`config.mk`:
```
export PLATFORM = sky130hd
export DESIGN_NAME = stack_engine
export DESIGN_NICKNAME = d
export VERILOG_FILES = /design/src/rtl/stacker_pkg.sv /design/src/rtl/stack_tick_gen.sv /design/src/rtl/stack_engine.sv
export SDC_FILE = /design/constraint.sdc
export NUM_CORES = 1
export LEC_CHECK = 0
export ABC_AREA = 1
export CAP_MARGIN = 10
export CELL_PAD_IN_SITES_DETAIL_PLACEMENT = 0
export CELL_PAD_IN_SITES_GLOBAL_PLACEMENT = 1
export CORE_AREA = 5 5 124 126
export CTS_BUF_LIST = sky130_fd_sc_hd__clkbuf_4 sky130_fd_sc_hd__clkbuf_8
export CTS_CLUSTER_DIAMETER = 50
export DETAILED_ROUTE_END_ITERATION = 10
export DIE_AREA = 0 0 129 131
export GPL_ROUTABILITY_DRIVEN = 1
export PLACE_DENSITY_LB_ADDON = 0.05
export SYNTH_ARGS = -nofsm -noshare
export SYNTH_HDL_FRONTEND = slang
export SYNTH_HIERARCHICAL = 1
export SYNTH_SLANG_ARGS = --single-unit
```
`constraint.sdc`:
```
create_clock -name clk -period 4.9 [get_ports clk]
set_input_delay 0.98 -clock clk [delete_from_list [all_inputs] [get_ports clk]]
set_output_delay 0.98 -clock clk [all_outputs]
set_load 0.005 [all_outputs]
```
`src/rtl/stacker_pkg.sv`:
```
// Shared encodings for the stacker game engine: FSM states, travel direction
// and the width of the tick period bus.
package stacker_pkg;

    typedef enum logic [1:0] {
        S_IDLE = 2'd0,
        S_RUN  = 2'd1,
        S_OVER = 2'd2,
        S_WIN  = 2'd3
    } state_t;

    typedef enum logic {
        RIGHT = 1'b0,
        LEFT  = 1'b1
    } dir_t;

    localparam int PERIOD_W = 32;

endpackage

```
`src/rtl/stack_tick_gen.sv`:
```
// Move-tick timer: counts enabled cycles since the last clear and pulses tick
// once every `period` cycles. The count freezes while hold is high.
module stack_tick_gen
    import stacker_pkg::*;
(
    input  logic                clk,
    input  logic                rst,
    input  logic                clr,
    input  logic                hold,
    input  logic [PERIOD_W-1:0] period,
    output logic                tick
);

    logic [PERIOD_W-1:0] cnt;
    logic [PERIOD_W:0]   cnt_inc;

    assign cnt_inc = {1'b0, cnt} + (PERIOD_W+1)'(1);

    // >= rather than == so a period that shrinks below the current count
    // still produces a tick instead of wrapping the counter.
    assign tick = !hold && (cnt_inc >= {1'b0, period});

    always_ff @(posedge clk) begin
        if (rst || clr) begin
            cnt <= '0;
        end else if (!hold) begin
            cnt <= tick ? '0 : cnt_inc[PERIOD_W-1:0];
        end
    end

endmodule

```
`src/rtl/stack_engine.sv`:
```
// Stacker game engine: a block bounces across the field and is locked onto
// the stack on drop. Optional speed-up with height under STACK_SPEEDUP_EN.
//
// state | meaning
// IDLE  | waiting for start, outputs held
// RUN   | block moving, drops accepted
// OVER  | drop missed the stack, waiting for start
// WIN   | MAX_H rows locked, waiting for start
module stack_engine
    import stacker_pkg::*;
#(
    parameter int FIELD_W    = 40,
    parameter int MAX_H      = 15,
    parameter int INIT_W     = 6,
    parameter int TICK_DIV   = 2500000,
    parameter int SPEED_STEP = 100000,
    parameter int TICK_MIN   = 500000
) (
    input  logic                         clk,
    input  logic                         rst,
    input  logic                         start,
    input  logic                         drop,
    input  logic                         pause,
    output logic [$clog2(FIELD_W)-1:0]   pos_x,
    output logic [$clog2(FIELD_W+1)-1:0] blk_w,
    output logic [$clog2(FIELD_W)-1:0]   base_x,
    output logic [$clog2(FIELD_W+1)-1:0] base_w,
    output logic [$clog2(MAX_H+1)-1:0]   height,
    output logic [1:0]                   state,
    output logic                         game_over,
    output logic                         win
);

    localparam int PW = $clog2(FIELD_W);
    localparam int BW = $clog2(FIELD_W+1);
    localparam int HW = $clog2(MAX_H+1);
    localparam int XW = PW + 1;

    state_t        state_q, state_n;
    dir_t          dir_q, dir_n;
    logic [PW-1:0] pos_q, pos_n, bx_q, bx_n;
    logic [BW-1:0] w_q, w_n, bw_q, bw_n;
    logic [HW-1:0] h_q, h_n, h_inc;
    logic          over_q, win_q;
    logic          clr, hold, tick;

    logic [PERIOD_W-1:0] period;
    logic [XW-1:0]       pos_ext, bx_ext, p_r, b_r, ov_l, ov_r, ov_w;

`ifdef STACK_SPEEDUP_EN
    logic [PERIOD_W-1:0] dec;

    assign dec    = PERIOD_W'(h_q) * PERIOD_W'(SPEED_STEP);
    assign period = (dec < PERIOD_W'(TICK_DIV) &&
                     (PERIOD_W'(TICK_DIV) - dec) > PERIOD_W'(TICK_MIN))
                    ? PERIOD_W'(TICK_DIV) - dec : PERIOD_W'(TICK_MIN);
`else
    // Speed-up parameters have no effect in this build.
    logic [63:0] unused_speed_cfg;

    assign unused_speed_cfg = {32'(SPEED_STEP), 32'(TICK_MIN)};
    assign period           = PERIOD_W'(TICK_DIV);
`endif

    assign hold = pause || (state_q != S_RUN);

    stack_tick_gen u_tick (
        .clk    (clk),
        .rst    (rst),
        .clr    (clr),
        .hold   (hold),
        .period (period),
        .tick   (tick)
    );

    // Overlap is done one bit wider than pos_x so right edges never wrap.
    assign pos_ext = XW'(pos_q);
    assign bx_ext  = XW'(bx_q);
    assign p_r     = pos_ext + XW'(w_q);
    assign b_r     = bx_ext + XW'(bw_q);
    assign ov_l    = (h_q == '0) ? pos_ext : ((pos_ext > bx_ext) ? pos_ext : bx_ext);
    assign ov_r    = (h_q == '0) ? p_r : ((p_r < b_r) ? p_r : b_r);
    assign ov_w    = (ov_r > ov_l) ? (ov_r - ov_l) : '0;
    assign h_inc   = h_q + HW'(1);

    always_comb begin
        state_n = state_q;
        dir_n   = dir_q;
        pos_n   = pos_q;
        w_n     = w_q;
        bx_n    = bx_q;
        bw_n    = bw_q;
        h_n     = h_q;
        clr     = 1'b0;

        if (start) begin
            state_n = S_RUN;
            pos_n   = '0;
            dir_n   = RIGHT;
            w_n     = BW'(INIT_W);
            h_n     = '0;
            bw_n    = '0;
            clr     = 1'b1;
        end else if (state_q == S_RUN && !pause) begin
            if (drop) begin
                clr = 1'b1;
                if (ov_w == '0) begin
                    state_n = S_OVER;
                end else begin
                    bx_n  = PW'(ov_l);
                    bw_n  = BW'(ov_w);
                    w_n   = BW'(ov_w);
                    h_n   = h_inc;
                    pos_n = '0;
                    dir_n = RIGHT;
                    if (h_inc == HW'(MAX_H)) begin
                        state_n = S_WIN;
                    end
                end
            end else if (tick && w_q != BW'(FIELD_W)) begin
                if (dir_q == RIGHT) begin
                    if (p_r == XW'(FIELD_W)) begin
                        dir_n = LEFT;
                        pos_n = pos_q - PW'(1);
                    end else begin
                        pos_n = pos_q + PW'(1);
                    end
                end else begin
                    if (pos_q == '0) begin
                        dir_n = RIGHT;
                        pos_n = pos_q + PW'(1);
                    end else begin
                        pos_n = pos_q - PW'(1);
                    end
                end
            end
        end
    end

    always_ff @(posedge clk) begin
        if (rst) begin
            state_q <= S_IDLE;
            dir_q   <= RIGHT;
            pos_q   <= '0;
            w_q     <= '0;
            bx_q    <= '0;
            bw_q    <= '0;
            h_q     <= '0;
            over_q  <= 1'b0;
            win_q   <= 1'b0;
        end else begin
            state_q <= state_n;
            dir_q   <= dir_n;
            pos_q   <= pos_n;
            w_q     <= w_n;
            bx_q    <= bx_n;
            bw_q    <= bw_n;
            h_q     <= h_n;
            over_q  <= (state_n == S_OVER);
            win_q   <= (state_n == S_WIN);
        end
    end

    assign pos_x     = pos_q;
    assign blk_w     = w_q;
    assign base_x    = bx_q;
    assign base_w    = bw_q;
    assign height    = h_q;
    assign state     = state_q;
    assign game_over = over_q;
    assign win       = win_q;

endmodule

```
==> results of run 1 <==
[where the power goes]
part | total (W) | internal [W] | switching (W)
Sequential | 0.000598 | 0.000541 | 0.0000568
Clock | 0.000471 | 0.000259 | 0.000213
Combinational | 0.00234 | 0.000856 | 0.00149
Total | 0.00341 | 0.00166 | 0.00176
[through the flow]
stage          power, W  cell area [sq um]
3_3_place_gp    0.00289               6750
4_1_cts         0.00336               6950
5_1_grt         0.00375               7000
2_1_floorplan   0.00239               6160
6_report        0.00341               7000
3_5_place_dp    0.00287               6750
[critical path, delay by kind of cell, from the launching register on]
family | cells | cell delay (ps)
XOR/XNOR | 1 | 160
adder cells (fa/ha/maj) | 4 | 1310
AND/OR/NAND/NOR | 12 | 1270
buffers and inverters | 2 | 210
flip-flops | 1 | 350
AO/OA/AOI/OAI | 6 | 1170
[how the worst max path moves through the flow]
| stage | start | to | slack, ps | depth (start not counted) |
|---|---|---|---|---|
| after floorplan | pos_x[0]$_SDFFE_PP0P_ | height[2]$_SDFFE_PP0P_ | 340 | 33 |
| after global placement | pos_x[0]$_SDFFE_PP0P_ | base_x[0]$_SDFFE_PP0P_ | 210 | 30 |
| after detailed placement | pos_x[0]$_SDFFE_PP0P_ | base_x[0]$_SDFFE_PP0P_ | 120 | 30 |
| after CTS | pos_x[0]$_SDFFE_PP0P_ | base_x[0]$_SDFFE_PP0P_ | 90 | 30 |
| after global routing | pos_x[0]$_SDFFE_PP0P_ | blk_w[3]$_SDFFE_PP0P_ | 20 | 32 |
| final | pos_x[0]$_SDFFE_PP0P_ | pos_x[1]$_SDFFE_PP0P_ | 370 | 25 |
[cell usage in the layout, fill, tap and decap left out, types with 6 or more instances in the layout]
cell / synthesis / final
sky130_fd_sc_hd__nor2_2: 13 / 14
sky130_fd_sc_hd__buf_4: 4 / 18
sky130_fd_sc_hd__clkdlybuf4s50_1: 0 / 36
sky130_fd_sc_hd__conb_1: 2 / 32
sky130_fd_sc_hd__ha_1: 69 / 69
sky130_fd_sc_hd__nand4_1: 13 / 13
sky130_fd_sc_hd__nand2_1: 264 / 264
sky130_fd_sc_hd__inv_1: 156 / 156
sky130_fd_sc_hd__nand3_2: 5 / 6
sky130_fd_sc_hd__nand3_1: 49 / 48
sky130_fd_sc_hd__clkbuf_8: 0 / 10
sky130_fd_sc_hd__dfxtp_1: 61 / 61
sky130_fd_sc_hd__nor2_1: 119 / 118
sky130_fd_sc_hd__o211ai_1: 19 / 19
sky130_fd_sc_hd__a21oi_1: 41 / 38
sky130_fd_sc_hd__nand2_2: 11 / 10
sky130_fd_sc_hd__o21ai_0: 35 / 33
sky130_fd_sc_hd__xnor2_1: 11 / 11
sky130_fd_sc_hd__xor2_1: 23 / 23
sky130_fd_sc_hd__nor3_1: 8 / 8
[final cells by class]
| class | count | share of cell area [%] |
|---|---|---|
| sequential | 61 | 17.5 |
| clock inverter | 4 | 0.680 |
| multi-input combinational | 751 | 60.7 |
| timing repair buffer | 54 | 7.08 |
| inverter | 160 | 8.66 |
| tap | 184 | 3.29 |
| clock buffer | 12 | 2.18 |
[flip-flops by register name, indices dropped and copies added, names as in the netlist, 2 cells and up]
signal,flops
base_x,6
base_w,2
height,4
state,2
blk_w,6
pos_x,6
u_tick/cnt,32
[logic make-up after synthesis]
group	Yosys count	synth area share, %
AND/OR/NAND/NOR	504	36.6
adder cells (fa/ha/maj)	72	15.3
buffers and inverters	181	12.0
AO/OA/AOI/OAI	109	10.8
other	2	0.124
XOR/XNOR	34	4.92
flip-flops	61	20.2
[routing by layer]
layer / routed length, um / track usage, % / vias to the layer above
met1: 7390 / 25.0 / 2513
met5: 0 / 0 / -
met4: 520 / 8.52 / 0
li1: - / - / 3145
met3: 495 / 3.58 / 33
met2: 7800 / 35.2 / 94
[repair_timing]
action	in CTS	in global routing
resized for setup	0	10
endpoints found under the setup margin	0	29
hold endpoints to repair	0	0
buffers inserted	0	2
==> Implementation_results.wiki, run 1 <==
{| class="wikitable"
! Metric !! Value
|-
| Outcome || finished, final reports clean
|-
| Final cell count without fillers || between 1000 and 1500
|-
| Max stage delay on crit path || ~390 ps
|-
| Synth Area per Inst || ~6.3 sq um
|-
| Period Utilization, post-route || 92.5%
|-
| Clock-pin transition on the worst setup and hold timing paths || 70 ps
|-
| Upper clock frequency limit || between 200 and 250 MHz
|-
| Setup slack of the most critical reg-to-reg path || ~370 ps
|-
| Overflow after GRT || 0
|-
| Fraction of final layout cells sized beyond drive strength 1 || 8.64%
|-
| Number of nets in the finished design || 1114
|-
| Count of unique library cells instantiated by Yosys || between 40 and 50
|-
| Hold worst-path end || base_w[2]$_SDFFE_PP0P_
|-
| Critical path data arrival time || 4810 ps
|-
| Antenna violations before repair || 0
|-
| Number of register bits inferred by synthesis || slightly above 60
|-
| Area grow syn2layout || 15.6%
|-
| Number of global-route vias before repair || roughly 5600
|-
| Total wire length || 16200 um
|-
| Root Buffer || sky130_fd_sc_hd__clkbuf_8
|-
| Final HPWL DP || 13000 um
|-
| Tightest Pin Transition || 701 ps
|-
| Initial cell density of the core || between 40 and 50%
|-
| Gp weighted congestion || 0.897
|-
| Cell with the most instances after synthesis || sky130_fd_sc_hd__nand2_1
|-
| Count of mapped cells out of synthesis || 963
|-
| Most frequent cells after synthesis || 264 x sky130_fd_sc_hd__nand2_1, 156 x sky130_fd_sc_hd__inv_1, 119 x sky130_fd_sc_hd__nor2_1, 69 x sky130_fd_sc_hd__ha_1, 61 x sky130_fd_sc_hd__dfxtp_1
|-
| YS warnings || 6
|-
| Drt wl/cell || ~13 um
|-
| Leakage component of the power || 3.50 nW
|-
| CP most frequent cell || sky130_fd_sc_hd__nand2_1
|-
| Number of DRC violations after detailed-routing iteration 0 || 311
|-
| First-pass iteration count of the detailed router || 4
|-
| Count of hold-fix buffers inserted at cts || 0
|-
| Total routing usage reported by global routing || slightly above 20%
|-
| Top cells by area, synth || sky130_fd_sc_hd__dfxtp_1 20%, sky130_fd_sc_hd__nand2_1 16%, sky130_fd_sc_hd__ha_1 14%
|-
| Share of synthesized area occupied by flip-flops and latches || 20.2%
|-
| CTS tree || yes
|-
| Overall die width || around 130 um
|-
| Endpoints failing setup || 0
|-
| Reg2reg end || pos_x[1]$_SDFFE_PP0P_
|-
| Power per cell area || between 400 and 500 mW/mm^2
|-
| Number of fill cells in the layout || approximately 1600
|-
| Final Util || 49.3%
|-
| Total area of multi-input combinational cells || roughly 0.0042 sq mm
|-
| WP data required || ~5200 ps
|-
| Diode insertion count for antenna repair || 0
|-
| Fin crit period || 4530 ps
|-
| Setup repair after global routing missed its margin || false
|-
| Routed vias || approximately 5800
|-
| Register cell area after layout || 0.00122 sq mm
|-
| Reg-to-reg startpoint || pos_x[0]$_SDFFE_PP0P_
|-
| Relative slew slack || between 50% and 60%
|-
| Pin count of the biggest net entering global routing || 33
|-
| Dpl ws || approximately 120 ps
|-
| FF-to-FF path depth || 25
|-
| Final hold violation count || 0
|-
| Number of H-tree levels || 3
|-
| Max-capacitance violation count || 0
|-
| Startpoint of the tightest hold check path || base_w[2]$_SDFFE_PP0P_
|-
| Hold Crit Class || flop to flop
|-
| Number of cell rows || 44
|-
| Later-pin clock latency in the skew report || 360 ps
|-
| Clock tree skew after final layout || 10.5 ps
|-
| Maximum number of buffers from clock root to sink || 2
|-
| Critical path fanouts, max || 12
|-
| Remaining number of nets flagged by the antenna check after routing || 0
|-
| Cell depth of the worst min-delay path || 2
|-
| Total I/O pin count || 37
|-
| Most frequently used flop master after synthesis || sky130_fd_sc_hd__dfxtp_1
|-
| EDFF count, synth || 0
|-
| Worst-path cell with the longest stage delay || sky130_fd_sc_hd__o41ai_4
|-
| Post-synth top area share || around a fifth
|-
| Floorplan core area || 0.0142 sq mm
|-
| Worst Path Class, Setup || flop to flop
|-
| Wire length of the first global-routing pass || between 20000 and 30000 um
|-
| Largest area contributor in the synthesized netlist || sky130_fd_sc_hd__dfxtp_1
|-
| Number of clock buffers inserted by TritonCTS || 9
|-
| Critical Path End Type || flop
|-
| Hold Slack || around 490 ps
|-
| Share of synthesized registers carrying an async set or reset || 0%
|-
| Cell total after placement || 1208
|-
| Number of vias per cell after detailed routing || approximately 4.7
|-
| Total Die Area || about 0.017 sq mm
|-
| Slew Viols, Final || 0
|-
| Worst-case vdd ir drop || around 0.6 mV
|-
| Buffers added on ports || 36
|-
| Setup tns final || 0 ps
|-
| Startpoint Class || flop
|-
| Number of remaining DRC errors || 0
|-
| Die height || approximately 130 um
|-
| Worst setup margin || between 300 and 400 ps
|-
| Post-synthesis instance area || between 0.006 and 0.007 sq mm
|-
| CTS sink cnt || 61
|}
No activity file was read; power rests on OpenSTA's default activity.
==> run 2: changes to the inputs <==
SLEW_MARGIN = 20   (was not set)
==> results of run 2 <==
The final DEF is identical to that of run 1; final timing and power are the same.
==> patch, RTL diff (config.mk and constraints of run 2) <==
Set the parameter `FIELD_W` to 60 (it was 40).
--- a/src/rtl/stack_engine.sv
+++ b/src/rtl/stack_engine.sv
@@ -9,7 +9,7 @@
 module stack_engine
     import stacker_pkg::*;
 #(
-    parameter int FIELD_W    = 40,
+    parameter int FIELD_W    = 60,
     parameter int MAX_H      = 15,
     parameter int INIT_W     = 6,
     parameter int TICK_DIV   = 2500000,
Check against the original RTL: no difference found for any inputs over 10 cycles, from zero or initial values and one cycle with rst high; that may be too few to reach the edited logic, so the function may still have changed.
==> patch against run 2 <==
Routed wire length grew 2.2%; sequential cell count is the same; area after synthesis is 0.77% higher; setup slack gained 0.015 ns; design area increased by 0.25%; critical endpoint is now win; highest routed layer unchanged.
Power is not compared: it rests on default switching activity, and its combinational part moved more than twofold at a synthesized area within 25%.
==> patch: results <==
{
  "multi_input_area_um2": 4278,
  "clock_tree.buffer_depth": 2,
  "buffer_area_share_pct": 6.743,
  "ys_ff_latch": 61,
  "status": "finished clean",
  "grt_pass1_wl_um": 27790,
  "fill_cells": 1520,
  "ctsResizeCount": 0,
  "insertedDiodeCount": 0,
  "largest_register": "u_tick/cnt",
  "drive_gt1_share_pct": 7.177,
  "htree_levels": 3,
  "place_inst": 1213,
  "num-nets-final": 1119,
  "gp_congestion": 0.8930,
  "seq-power_uw": 515,
  "crit_fanout": 17,
  "num-multi-input-gates": 756,
  "power.switching_uw": 407.4,
  "finClkSkew_ns": 0.008747,
  "synth_commonest_cells": "nand2_1 (275), inv_1 (159), nor2_1 (104)",
  "maxSlewHeadroom_pct": 51.58,
  "cts_buffers": 9,
  "synthTopCellsByArea": "dfxtp_1 (20%), nand2_1 (17%), ha_1 (14%)",
  "drt-initial-drc-count": 304,
  "clkbuf_count": 14,
  "synth_cells": 975,
  "p_leak_uw": 0.003574,
  "fmax_mhz": 221.3,
  "inverters": 162,
  "largest_reg_flops": 32,
  "viasPerCell": 4.741,
  "clk_share_pct": 2.908,
  "wl_um": 16570,
  "seq_area_frac_synth_pct": 20.03,
  "buffers": 51,
  "crit_arrival_ns": 4.81,
  "gr-usage-all-layers_pct": 20.86,
  "cts_root_buffer": "clkbuf_8",
  "ys_types": 43,
  "grt_pass1_vias": 5615,
  "worst_hold_path_type": "register to register",
  "yosys_most_used_dff": "dfxtp_1",
  "hpwl_um": 13340,
  "dp_slack_ns": 0.3136,
  "dr.pass1.iters": 4,
  "ir_drop_mv": 0.1445,
  "instances_no_fill": 1229,
  "area_growth_pct": 15.04,
  "seq_share_pct": 17.41
}
## patch: changes by cell type after synthesis, moves of 3 or more
cell	change
nor2_1	-15
a21oi_1	+8
a31oi_1	-3
nand2_1	+11
nand3_1	+8
o21ai_0	-7
inv_1	+3
nand3_2	-4
nand4_1	+6
## patch: worst paths after layout
kind	from	slack, ns	endpoint	depth (start not counted)
worst max-delay path	blk_w[0]	0.38	win	24
worst min-delay path	base_w[2]	0.52	base_w[2]	2
worst max register to register	blk_w[0]	0.38	win	24
worst min register to register	base_w[2]	0.52	base_w[2]	2
## patch: layer usage
layer / part of all wire (%) / GRT usage (%) / vias to the layer above
met3: 2.5 / 3.415 / 26
li1: - / - / 3188
met1: 46 / 25.41 / 2539
met4: 2.3 / 6.485 / 0
met2: 49 / 37.59 / 74
met5: 0 / 0 / -
## patch: worst max-delay path, cell delays in order, from the launching register on
cell and delay (ns):
dfxtp_1 0.38, ha_1 0.25, fa_1 0.41, nand3_1 0.08, nand2_1 0.12, a21oi_2 0.16, inv_1 0.07, ha_1 0.31
a21o_1 0.18, nor2_1 0.09, nand2_1 0.12, nand2_4 0.14, nand2_1 0.06, o21ai_1 0.10, ha_1 0.17, inv_1 0.05
fa_1 0.39, xor2_1 0.19, o41ai_4 0.52, nand2_8 0.20, nand2_1 0.12, nand2_1 0.05, nand2_1 0.06, nand2_1 0.07
nor2_1 0.14
## patch: cells by family (layout without fill, tap and decap cells)
kind of cell	count (synthesis)	in the layout	synth area share, %
XOR/XNOR	35	35	5.151
buffers and inverters	188	228	12.54
adder cells (fa/ha/maj)	73	73	15.35
AND/OR/NAND/NOR	505	505	35.73
flip-flops	61	61	20.03
other	2	32	0.1232
AO/OA/AOI/OAI	111	111	11.08
